File: src/rtl/fphub_mult_sched_pkg.sv
// Shared types and special-value constants for the HUB floating-point multiplier
// sequencer and its operand classifier.
package fphub_pkg;

    typedef enum logic [2:0] {
        SC_NONE     = 3'd0,
        SC_POS_INF  = 3'd1,
        SC_NEG_INF  = 3'd2,
        SC_POS_ZERO = 3'd3,
        SC_NEG_ZERO = 3'd4,
        SC_POS_ONE  = 3'd5,
        SC_NEG_ONE  = 3'd6
    } special_case_t;

    typedef enum logic [1:0] {
        ST_IDLE,
        ST_ISSUE,
        ST_WAIT,
        ST_HOLD
    } state_t;

    // Magnitudes are returned right-aligned in 64 bits; callers slice [e+m-1:0].
    function automatic logic [63:0] hub_inf(input int e, input int m);
        return (64'd1 << (e + m)) - 64'd1;
    endfunction

    function automatic logic [63:0] hub_zero(input int e, input int m);
        return 64'd0 << (e + m);
    endfunction

    function automatic logic [63:0] hub_one(input int e, input int m);
        return 64'd1 << (e + m - 1);
    endfunction

endpackage

File: src/rtl/fphub_mult_sched_detector.sv
// Classifies two HUB operands into special-case codes (inf, zero, one, none),
// each with its sign folded into the code.
module special_cases_detector
    import fphub_pkg::*;
#(
    parameter int M = 23,
    parameter int E = 8
) (
    input  logic [E+M:0] x,
    input  logic [E+M:0] y,
    output logic [2:0]   case_x,
    output logic [2:0]   case_y
);

    localparam logic [63:0]    INF64    = hub_inf(E, M);
    localparam logic [63:0]    ZERO64   = hub_zero(E, M);
    localparam logic [63:0]    ONE64    = hub_one(E, M);
    localparam logic [E+M-1:0] MAG_INF  = INF64[E+M-1:0];
    localparam logic [E+M-1:0] MAG_ZERO = ZERO64[E+M-1:0];
    localparam logic [E+M-1:0] MAG_ONE  = ONE64[E+M-1:0];

    logic [E+M:0] op   [2];
    logic [2:0]   code [2];

    assign op[0] = x;
    assign op[1] = y;

    for (genvar gi = 0; gi < 2; gi++) begin : g_cls
        logic         sgn;
        logic [E+M-1:0] mag;

        assign sgn = op[gi][E+M];
        assign mag = op[gi][E+M-1:0];
        assign code[gi] = (mag == MAG_INF)  ? (sgn ? SC_NEG_INF  : SC_POS_INF)  :
                          (mag == MAG_ZERO) ? (sgn ? SC_NEG_ZERO : SC_POS_ZERO) :
                          (mag == MAG_ONE)  ? (sgn ? SC_NEG_ONE  : SC_POS_ONE)  :
                                              SC_NONE;
    end

    assign case_x = code[0];
    assign case_y = code[1];

endmodule

File: src/rtl/fphub_mult_sched.sv
// Sequencer for the HUB multiplier: resolves special-case products locally and
// hands all other operand pairs to the multi-cycle core, with a hang timeout.
module fphub_mult_sched
    import fphub_pkg::*;
#(
    parameter int M       = 23,
    parameter int E       = 8,
    parameter int TIMEOUT = 64
) (
    input  logic         clk,
    input  logic         rst,
    input  logic         in_valid,
    output logic         in_ready,
    input  logic [E+M:0] X,
    input  logic [E+M:0] Y,
    output logic         mul_start,
    output logic [E+M:0] mul_x,
    output logic [E+M:0] mul_y,
    input  logic         mul_done,
    input  logic [E+M:0] mul_z,
    output logic         out_valid,
    input  logic         out_ready,
    output logic [E+M:0] Z,
    output logic         out_special,
    output logic         out_invalid,
    output logic         out_timeout,
    output logic [15:0]  special_cnt
);

    localparam int W  = E + M + 1;
    localparam int CW = $clog2(TIMEOUT + 1);

    localparam logic [63:0]    INF64    = hub_inf(E, M);
    localparam logic [63:0]    ZERO64   = hub_zero(E, M);
    localparam logic [E+M-1:0] MAG_INF  = INF64[E+M-1:0];
    localparam logic [E+M-1:0] MAG_ZERO = ZERO64[E+M-1:0];

    state_t          state_reg, state_next;
    logic [CW-1:0]   cnt_reg, cnt_inc;
    logic [W-1:0]    mul_x_reg, mul_y_reg, z_reg;
    logic            special_reg, invalid_reg, timeout_reg;
    logic [15:0]     special_cnt_reg;

    logic [2:0]      case_x, case_y;
    logic            x_inf, y_inf, x_zero, y_zero, x_one, y_one;
    logic            byp, byp_invalid, sign_xy, timeout_hit;
    logic [W-1:0]    byp_z;

    special_cases_detector #(.M(M), .E(E)) u_detect (
        .x      (X),
        .y      (Y),
        .case_x (case_x),
        .case_y (case_y)
    );

    assign x_inf  = (case_x == SC_POS_INF)  || (case_x == SC_NEG_INF);
    assign y_inf  = (case_y == SC_POS_INF)  || (case_y == SC_NEG_INF);
    assign x_zero = (case_x == SC_POS_ZERO) || (case_x == SC_NEG_ZERO);
    assign y_zero = (case_y == SC_POS_ZERO) || (case_y == SC_NEG_ZERO);
    assign x_one  = (case_x == SC_POS_ONE)  || (case_x == SC_NEG_ONE);
    assign y_one  = (case_y == SC_POS_ONE)  || (case_y == SC_NEG_ONE);
    assign sign_xy = X[W-1] ^ Y[W-1];

    // Ordered so that inf*0 is caught before the plain inf/zero rules.
    always_comb begin
        byp         = 1'b1;
        byp_invalid = 1'b0;
        byp_z       = '0;
        if ((x_inf && y_zero) || (x_zero && y_inf)) begin
            byp_z       = {1'b0, MAG_INF};
            byp_invalid = 1'b1;
        end else if (x_inf || y_inf) begin
            byp_z = {sign_xy, MAG_INF};
        end else if (x_zero || y_zero) begin
            byp_z = {sign_xy, MAG_ZERO};
        end else if (x_one) begin
            byp_z = {sign_xy, Y[W-2:0]};
        end else if (y_one) begin
            byp_z = {sign_xy, X[W-2:0]};
        end else begin
            byp = 1'b0;
        end
    end

    // A done pulse in the boundary cycle takes precedence over the timeout.
    assign cnt_inc     = cnt_reg + CW'(1);
    assign timeout_hit = (state_reg == ST_WAIT) && !mul_done && (cnt_inc == CW'(TIMEOUT - 1));

    always_comb begin
        state_next = state_reg;
        case (state_reg)
            ST_IDLE:  if (in_valid) state_next = byp ? ST_HOLD : ST_ISSUE;
            ST_ISSUE: state_next = ST_WAIT;
            ST_WAIT:  if (mul_done || timeout_hit) state_next = ST_HOLD;
            ST_HOLD:  if (out_ready) state_next = ST_IDLE;
            default:  state_next = ST_IDLE;
        endcase
    end

    always_ff @(posedge clk) begin
        if (rst) begin
            state_reg <= ST_IDLE;
        end else begin
            state_reg <= state_next;
        end
    end

    always_ff @(posedge clk) begin
        if (rst) begin
            cnt_reg         <= '0;
            mul_x_reg       <= '0;
            mul_y_reg       <= '0;
            z_reg           <= '0;
            special_reg     <= 1'b0;
            invalid_reg     <= 1'b0;
            timeout_reg     <= 1'b0;
            special_cnt_reg <= '0;
        end else begin
            case (state_reg)
                ST_IDLE: if (in_valid) begin
                    mul_x_reg   <= X;
                    mul_y_reg   <= Y;
                    z_reg       <= byp_z;
                    special_reg <= byp;
                    invalid_reg <= byp_invalid;
                    timeout_reg <= 1'b0;
                end
                ST_ISSUE: cnt_reg <= '0;
                ST_WAIT: begin
                    cnt_reg <= cnt_inc;
                    if (mul_done) begin
                        z_reg <= mul_z;
                    end else if (timeout_hit) begin
                        z_reg       <= '0;
                        timeout_reg <= 1'b1;
                    end
                end
                ST_HOLD: if (out_ready && special_reg && (special_cnt_reg != 16'hFFFF)) begin
                    special_cnt_reg <= special_cnt_reg + 16'd1;
                end
                default: ;
            endcase
        end
    end

    assign in_ready    = (state_reg == ST_IDLE);
    assign mul_start   = (state_reg == ST_ISSUE);
    assign out_valid   = (state_reg == ST_HOLD);
    assign mul_x       = mul_x_reg;
    assign mul_y       = mul_y_reg;
    assign Z           = z_reg;
    assign out_special = special_reg;
    assign out_invalid = invalid_reg;
    assign out_timeout = timeout_reg;
    assign special_cnt = special_cnt_reg;

endmodule

File: config.mk
export PLATFORM = sky130hd
export DESIGN_NAME = fphub_mult_sched
export DESIGN_NICKNAME = d
export VERILOG_FILES = /design/src/rtl/fphub_mult_sched_pkg.sv /design/src/rtl/fphub_mult_sched_detector.sv /design/src/rtl/fphub_mult_sched.sv
export SDC_FILE = /design/constraint.sdc
export NUM_CORES = 1
export LEC_CHECK = 0
export ABC_AREA = 1
export CAP_MARGIN = 40
export CORE_ASPECT_RATIO = 0.5
export CORE_MARGIN = 2
export CORE_UTILIZATION = 49
export DETAILED_ROUTE_END_ITERATION = 10
export GPL_ROUTABILITY_DRIVEN = 0
export MAX_ROUTING_LAYER = met4
export PLACE_DENSITY_LB_ADDON = 0.05
export SYNTH_ARGS = -nofsm -noshare
export SYNTH_HDL_FRONTEND = slang
export SYNTH_SLANG_ARGS = --single-unit
File: constraint.sdc
create_clock -name clk -period 3.65 [get_ports clk]
set_input_delay 0.365 -clock clk [delete_from_list [all_inputs] [get_ports clk]]
set_output_delay 0.365 -clock clk [all_outputs]
set_load 0.01 [all_outputs]
======== Word-level counts from Yosys, hierarchy flattened ========
Index checks and enable logic that the tools add are counted.
storage, ports and cells
  logic and storage cells ................. 103
  output and inout port bits .............. 118
  input port bits ......................... 101
  bits in registers ....................... 124
cells by class
  reductions and logical operators ........ 27
  eq/ne operators ......................... 27
  add/subtract/negate cells ............... 2
  bitwise gates (word level) .............. 1
  multiplexer cells ....................... 37
operators by type and width
  operator               number
  $mux 32                8
  $eq 31x31->1 const B   4
  $pmux 32 s2            1
  $logic_not 31->1       2
  $mux 3                 8
  $eq 3x3->1 const B     6
  $add 16x1->16 const B  1
  $mux 2                 8
  $ne 16x16->1 const B   1
  $pmux 7 s2             1
  $eq 3x2->1 const B     4
  $logic_or 1x1->1       10
  $mux 1                 9
  $pmux 2 s4             1
  $add 7x1->7 const B    1
  $eq 7x6->1 const B     1
  $eq 3x1->1 const B     2
  $logic_and 1x1->1      6
  $ne 2x2->1 const B     3
  $reduce_and 3->1       2
  $eq 2x2->1 const B     2
  $ne 2x1->1 const B     2
  $reduce_and 2->1       2
  $reduce_and 4->1       1
  7 further kinds        8

======== Longest topological paths before layout ========
  word-level depth ........................ 14
  mapped depth ............................ 13

======== Modules after synthesis ========
A second synthesis with hierarchy kept.
unflattened totals
  cell total of the unflattened synthesis .. 1192
  area total of the unflattened synthesis .. 7059.3 µm²
by module, submodules not included
  module                  cells each  times used  area an instance (µm²)
  fphub_mult_sched        1031        1           6404.9
  special_cases_detector  161         1           654.4

======== Worst setup path before layout ========
No wires, ideal clock.
  kind .................................... reg2reg
  start ................................... reg state_reg[0]
  end ..................................... reg z_reg[19] (netlist: Z[19])
  data required time ...................... 3.534 ns
  path buffers ............................ 2
  path slack .............................. 1.822 ns
  data arrival time ....................... 1.712 ns
  cell stages (with the launch flop) ...... 13
  period minus slack after synthesis ...... 1.828 ns
  path through ............................ dfxtp_1 -> inv_1 -> ha_1 -> inv_1 -> nor2_1 -> a21oi_1 -> inv_1 -> a21oi_4 -> buf_6 -> buf_6 -> nand2_1 -> nor2_1 -> nor2_1
on the way
  elaborated cells between the ends (all ways) .. 9
  those cells by class .................... 3 x eq/ne; 1 x mux; 5 x reduce/logical
RTL lines
  what                                                       line                     text
  start: declaration                                         fphub_mult_sched.sv:38   state_t state_reg, state_next;
  start signal: assignment                                   fphub_mult_sched.sv:104  state_reg <= state_next;
  $logic_not 2->1 (*)                                        n/a
  via in_ready                                               fphub_mult_sched.sv:13   output logic in_ready,
  $ne 2x2->1 (no line) or $reduce_bool 2->1 (tied branches)  n/a
  $reduce_and 3->1 (no line)                                 n/a
  end signal: assignment                                     fphub_mult_sched.sv:123  z_reg <= byp_z;
  end signal: assignment                                     fphub_mult_sched.sv:132  z_reg <= mul_z;
  end: declaration                                           fphub_mult_sched.sv:40   logic [W-1:0] mul_x_reg, mul_y_reg, z_reg;
Mark *: on every way through the listed nets, which the timed path passes. The rest lies on a longest branch.
A chain may end at the register's enable or synchronous reset.

======== Worst setup path after layout ========
  start ................................... reg state_reg[0]
  end ..................................... reg z_reg[16] (netlist: Z[16])
on the way
  word-level cells in the longest chain between the ends .. 5
  elaborated cells between the ends (all ways) .. 9
  those cells by class .................... 3 x eq/ne; 1 x mux; 5 x reduce/logical
RTL lines
  what                            line                                             text
  $eq 2x2->1                      fphub_mult_sched.sv:87, fphub_mult_sched.sv:119
  $logic_and 1x1->1 (2 in a row)  fphub_mult_sched.sv:87                           assign timeout_hit = (state_reg == ST_WAIT) && !mul_done && (cnt_inc == CW'(TIMEOUT - 1));
  $ne 3x3->1 (no line)            n/a
  $reduce_and 3->1 (no line)      n/a
Parallel ways exist; a longest one is shown, timed or not.

==> metrics.md <==
| Metric | Value |
|---|---|
| Crit path capture type | flip-flop |
| Global-route wire length before repair | 33100 um |
| N_diodes | 0 |
| Via count | 7268 |
| Clk pwr share | 0.288 |
| DRT Wirelength | 20600 um |
| Final setup violation count | 0 |
| Final setup TNS | 0 ps |
| # fillers | 1077 |
| Clock sink total | 124 |
| Die Area | 13900 um2 |
| Sw frac | 0.355 |
| Die width | 165 um |
| GR Overflow Total | 0 |
| Outcome | completed |
| Reg2Reg Setup Slack | 1190 ps |
| CTS Buf Count | 17 |
| CTS tree | yes |
| Synth Area in Compound Gates | 0.113 |
| DRT Pass-1 Iters | 6 |
| Final WS setup | 1190 ps |
| Fraction of layout instances using a drive strength above 1 | 0.0427 |
| Post-CTS Resized | 0 |
| Hold slack | 480 ps |
| Final-report max-slew violation count | 0 |
| Element type at the critical path start | flip-flop |
| Syn. warnings | 0 |
| Clock-pin slew on the worst setup and hold paths | 60 ps |
| Pre-CTS setup slack | 1020 ps |
| Dpl cells | 1378 |
| Hold WC Path Type | reg2reg |
| Tcrit/Tclk final | 0.673 |
| Pwr/cell area | 687 nW/um2 |
| RSZ-0062 raised after global routing | false |
| Internal | 0.00411 W |
| Reg2reg start | state_reg[0]$_SDFFE_PP0P_ |
| Comb pwr share | 0.402 |
| Minimum clock period | 2460 ps |
| Hold Crit Depth | 2 |
| Clock Path Buffers | 2 |
| P_sw | 0.00227 W |
| Drc violations | 0 |
| Worst hold path endpoint | mul_x[4]$_SDFFE_PP0P_ |
| Starting Density | 0.501 |
| DR WL/cell | 14.6 um |
| Cts hold-fix bufs | 0 |
| Hold path start | mul_x[4]$_SDFFE_PP0P_ |
| Endpoints failing hold | 0 |
| Number of global-route vias before repair | 6798 |
| FP Rows | 29 |
| PortBufs | 218 |
| Fin Clk Skew | 11.6 ps |
| Initial antenna violation count | 0 |
| H-tree level count | 4 |
| NumNets Final | 1335 |
| Post-CTS Setup Bufs | 0 |
| Max-slew headroom at the worst pin | 0.420 |
| Leakage power | 3.99 nW |
| Mux cell area share after synthesis | 0 |
| Reg area | 2480 um2 |
| Initial DRC Count | 693 |
| Library cells used by synthesis | 28 |
| Worst endpoint data arrival time | 2770 ps |
| F_max | 407 MHz |
| Crit-path max FO | 59 |
| XOR/XNOR Fraction of Synth Area | 0.0138 |
| Kind of critical path | reg2reg |
| Worst Tran Pin Value | 869 ps |
| Simple-gate share of the synthesized area | 0.392 |
| FF-to-FF path depth | 11 |
| Synth Register Bits | 124 |
| Die Height | 84.5 um |
| Placeable Area | 12700 um2 |
| Finished Layout Cells | 1410 |
| Root buf cell | clkbuf_16 |
| Max cap viols | 0 |
| Critical Path RT | 3970 ps |
| Area leader, netlist | dfxtp_1 |
| Area Overhead vs Synth | 46.2% |
| Synth Instances | 1030 |
| Largest family of logic cells by synthesized area | simple AND/OR/NAND/NOR gates |
| Antenna-violating nets left | 0 |
| Seq/Total Area, Yosys | 0.391 |
| VDD IR-drop max | 0.406 mV |
| Clock Latency Late Sink | 420 ps |
| Via density | 5.15 |
| Reg-to-Reg End | Z[16]$_SDFFE_PP0P_ |
| Yosys top cell area share | 0.391 |
| Global Route Usage Sum | 0.312 |
| Synth top area cells | dfxtp_1 (39%), nand2_1 (17%), nor2_1 (16%) |
| Largest net degree at the start of global routing | 60 |
| Seq pwr share | 0.310 |
| Synth Area in Adders | 0.0138 |
| Area of the multi-input gates | 3380 um2 |
| Synthesized area | 6350 um2 |
| Hpwl dp | 15000 um |
| Syn nets | 1138 |
| Avg Synthesized Cell Area | 6.16 um2 |
| Io pins | 219 |
[worst max path at each step]
stage / startpoint / end / slack, ps / depth (start not counted)
2_1_floorplan: state_reg[0]$_SDFFE_PP0P_ / Z[19]$_SDFFE_PP0P_ / 1820 / 12
3_3_place_gp: Y[16] / state_reg[1]$_SDFFE_PP0P_ / 1070 / 13
3_5_place_dp: X[11] / state_reg[1]$_SDFFE_PP0P_ / 1020 / 13
4_1_cts: state_reg[0]$_SDFFE_PP0P_ / Z[16]$_SDFFE_PP0P_ / 1200 / 11
5_1_grt: state_reg[0]$_SDFFE_PP0P_ / Z[12]$_SDFFE_PP0P_ / 920 / 11
6_report: state_reg[0]$_SDFFE_PP0P_ / Z[16]$_SDFFE_PP0P_ / 1190 / 11
[critical path, cell delays in order, from the launching register on]
cell      delay, ps
dfxtp_1         340
inv_1            90
ha_1            240
clkinv_1         80
buf_4           240
a21oi_1         300
inv_1           150
a21oi_4         120
buf_4           440
nand2_1         140
nor2_1          120
nor2_1           50
[Yosys cell counts]
library cell / instances
a21oi_4: 1
buf_6: 2
xnor2_1: 3
nand3_2: 1
buf_1: 1
a2bb2oi_1: 1
nor2_1: 268
a21oi_1: 32
nor4_1: 1
clkbuf_1: 35
clkinv_1: 1
nand2_1: 281
xor2_1: 7
nand3b_1: 2
buf_2: 12
nor3b_1: 2
nor2_2: 1
or2_2: 1
nand3_1: 53
inv_1: 70
nor3_1: 9
inv_2: 1
dfxtp_1: 124
nand2_2: 1
nand4_1: 6
o21ai_0: 106
ha_1: 7
nor3b_2: 1
[stage by stage]
step	power, W	util	instance area, um2
finish	0.00638	0.733	9280
global route	0.00678	0.733	9280
CTS	0.00641	0.733	9280
detailed placement	0.00456	0.682	8640
global placement	0.00447	0.680	8610
floorplan	0.00333	-	6350
[cell usage in the layout (no fill, tap or decap)]
cell type,Yosys,final
a21oi_1,32,32
nor3b_1,2,2
xnor2_1,3,3
nor3_1,9,9
buf_16,0,1
clkdlybuf4s50_1,0,218
bufinv_16,0,4
ha_1,7,7
nand4_1,6,6
clkinvlp_4,0,3
dfxtp_1,124,124
a21oi_4,1,1
nor2_2,1,3
o21ai_0,106,106
nand2_2,1,2
inv_2,1,3
clkinv_1,1,1
nand2_1,281,280
nand3_2,1,1
buf_4,0,8
nand3_1,53,53
a2bb2oi_1,1,1
clkbuf_16,0,17
inv_6,0,2
inv_1,70,68
clkinv_4,0,3
nor3b_2,1,1
buf_12,0,1
clkbuf_8,0,2
clkbuf_1,35,1
or2_2,1,1
nand3b_1,2,2
xor2_1,7,7
nor4_1,1,1
nor2_1,268,266
[power by group through the flow]
stage	logic (W)	registers, W	clock network, W
3_3_place_gp	0.00248	0.00200	0
4_1_cts	0.00258	0.00198	0.00185
6_report	0.00256	0.00198	0.00183
5_1_grt	0.00284	0.00202	0.00191
2_1_floorplan	0.00118	0.00215	0
3_5_place_dp	0.00256	0.00200	0
[per-layer routing]
metal,up-vias,part of all wire,wire [um],track usage
li1,3623,-,-,-
met1,3325,0.42,8680,0.382
met2,293,0.48,9960,0.518
met3,27,0.083,1720,0.0751
met4,0,0.014,282,0.0791
met5,-,0,0,-
[cell type report]
class                           count  share of cell area
Clock inverter                     12              0.0201
Sequential cell                   124               0.267
Multi-Input combinational cell    784               0.365
Timing Repair Buffer              228               0.247
Clock buffer                       20              0.0492
Tap cell                          170              0.0229
Inverter                           72              0.0291
[logic make-up after synthesis]
family	count (synthesis)
AOI/OAI and AO/OA	140
xor gates and xnor gates	10
and+or+nand+nor	627
adders and majority gates	7
buffers and inverters	122
DFF	124
Note: power is estimated with default switching activity, not from simulation.
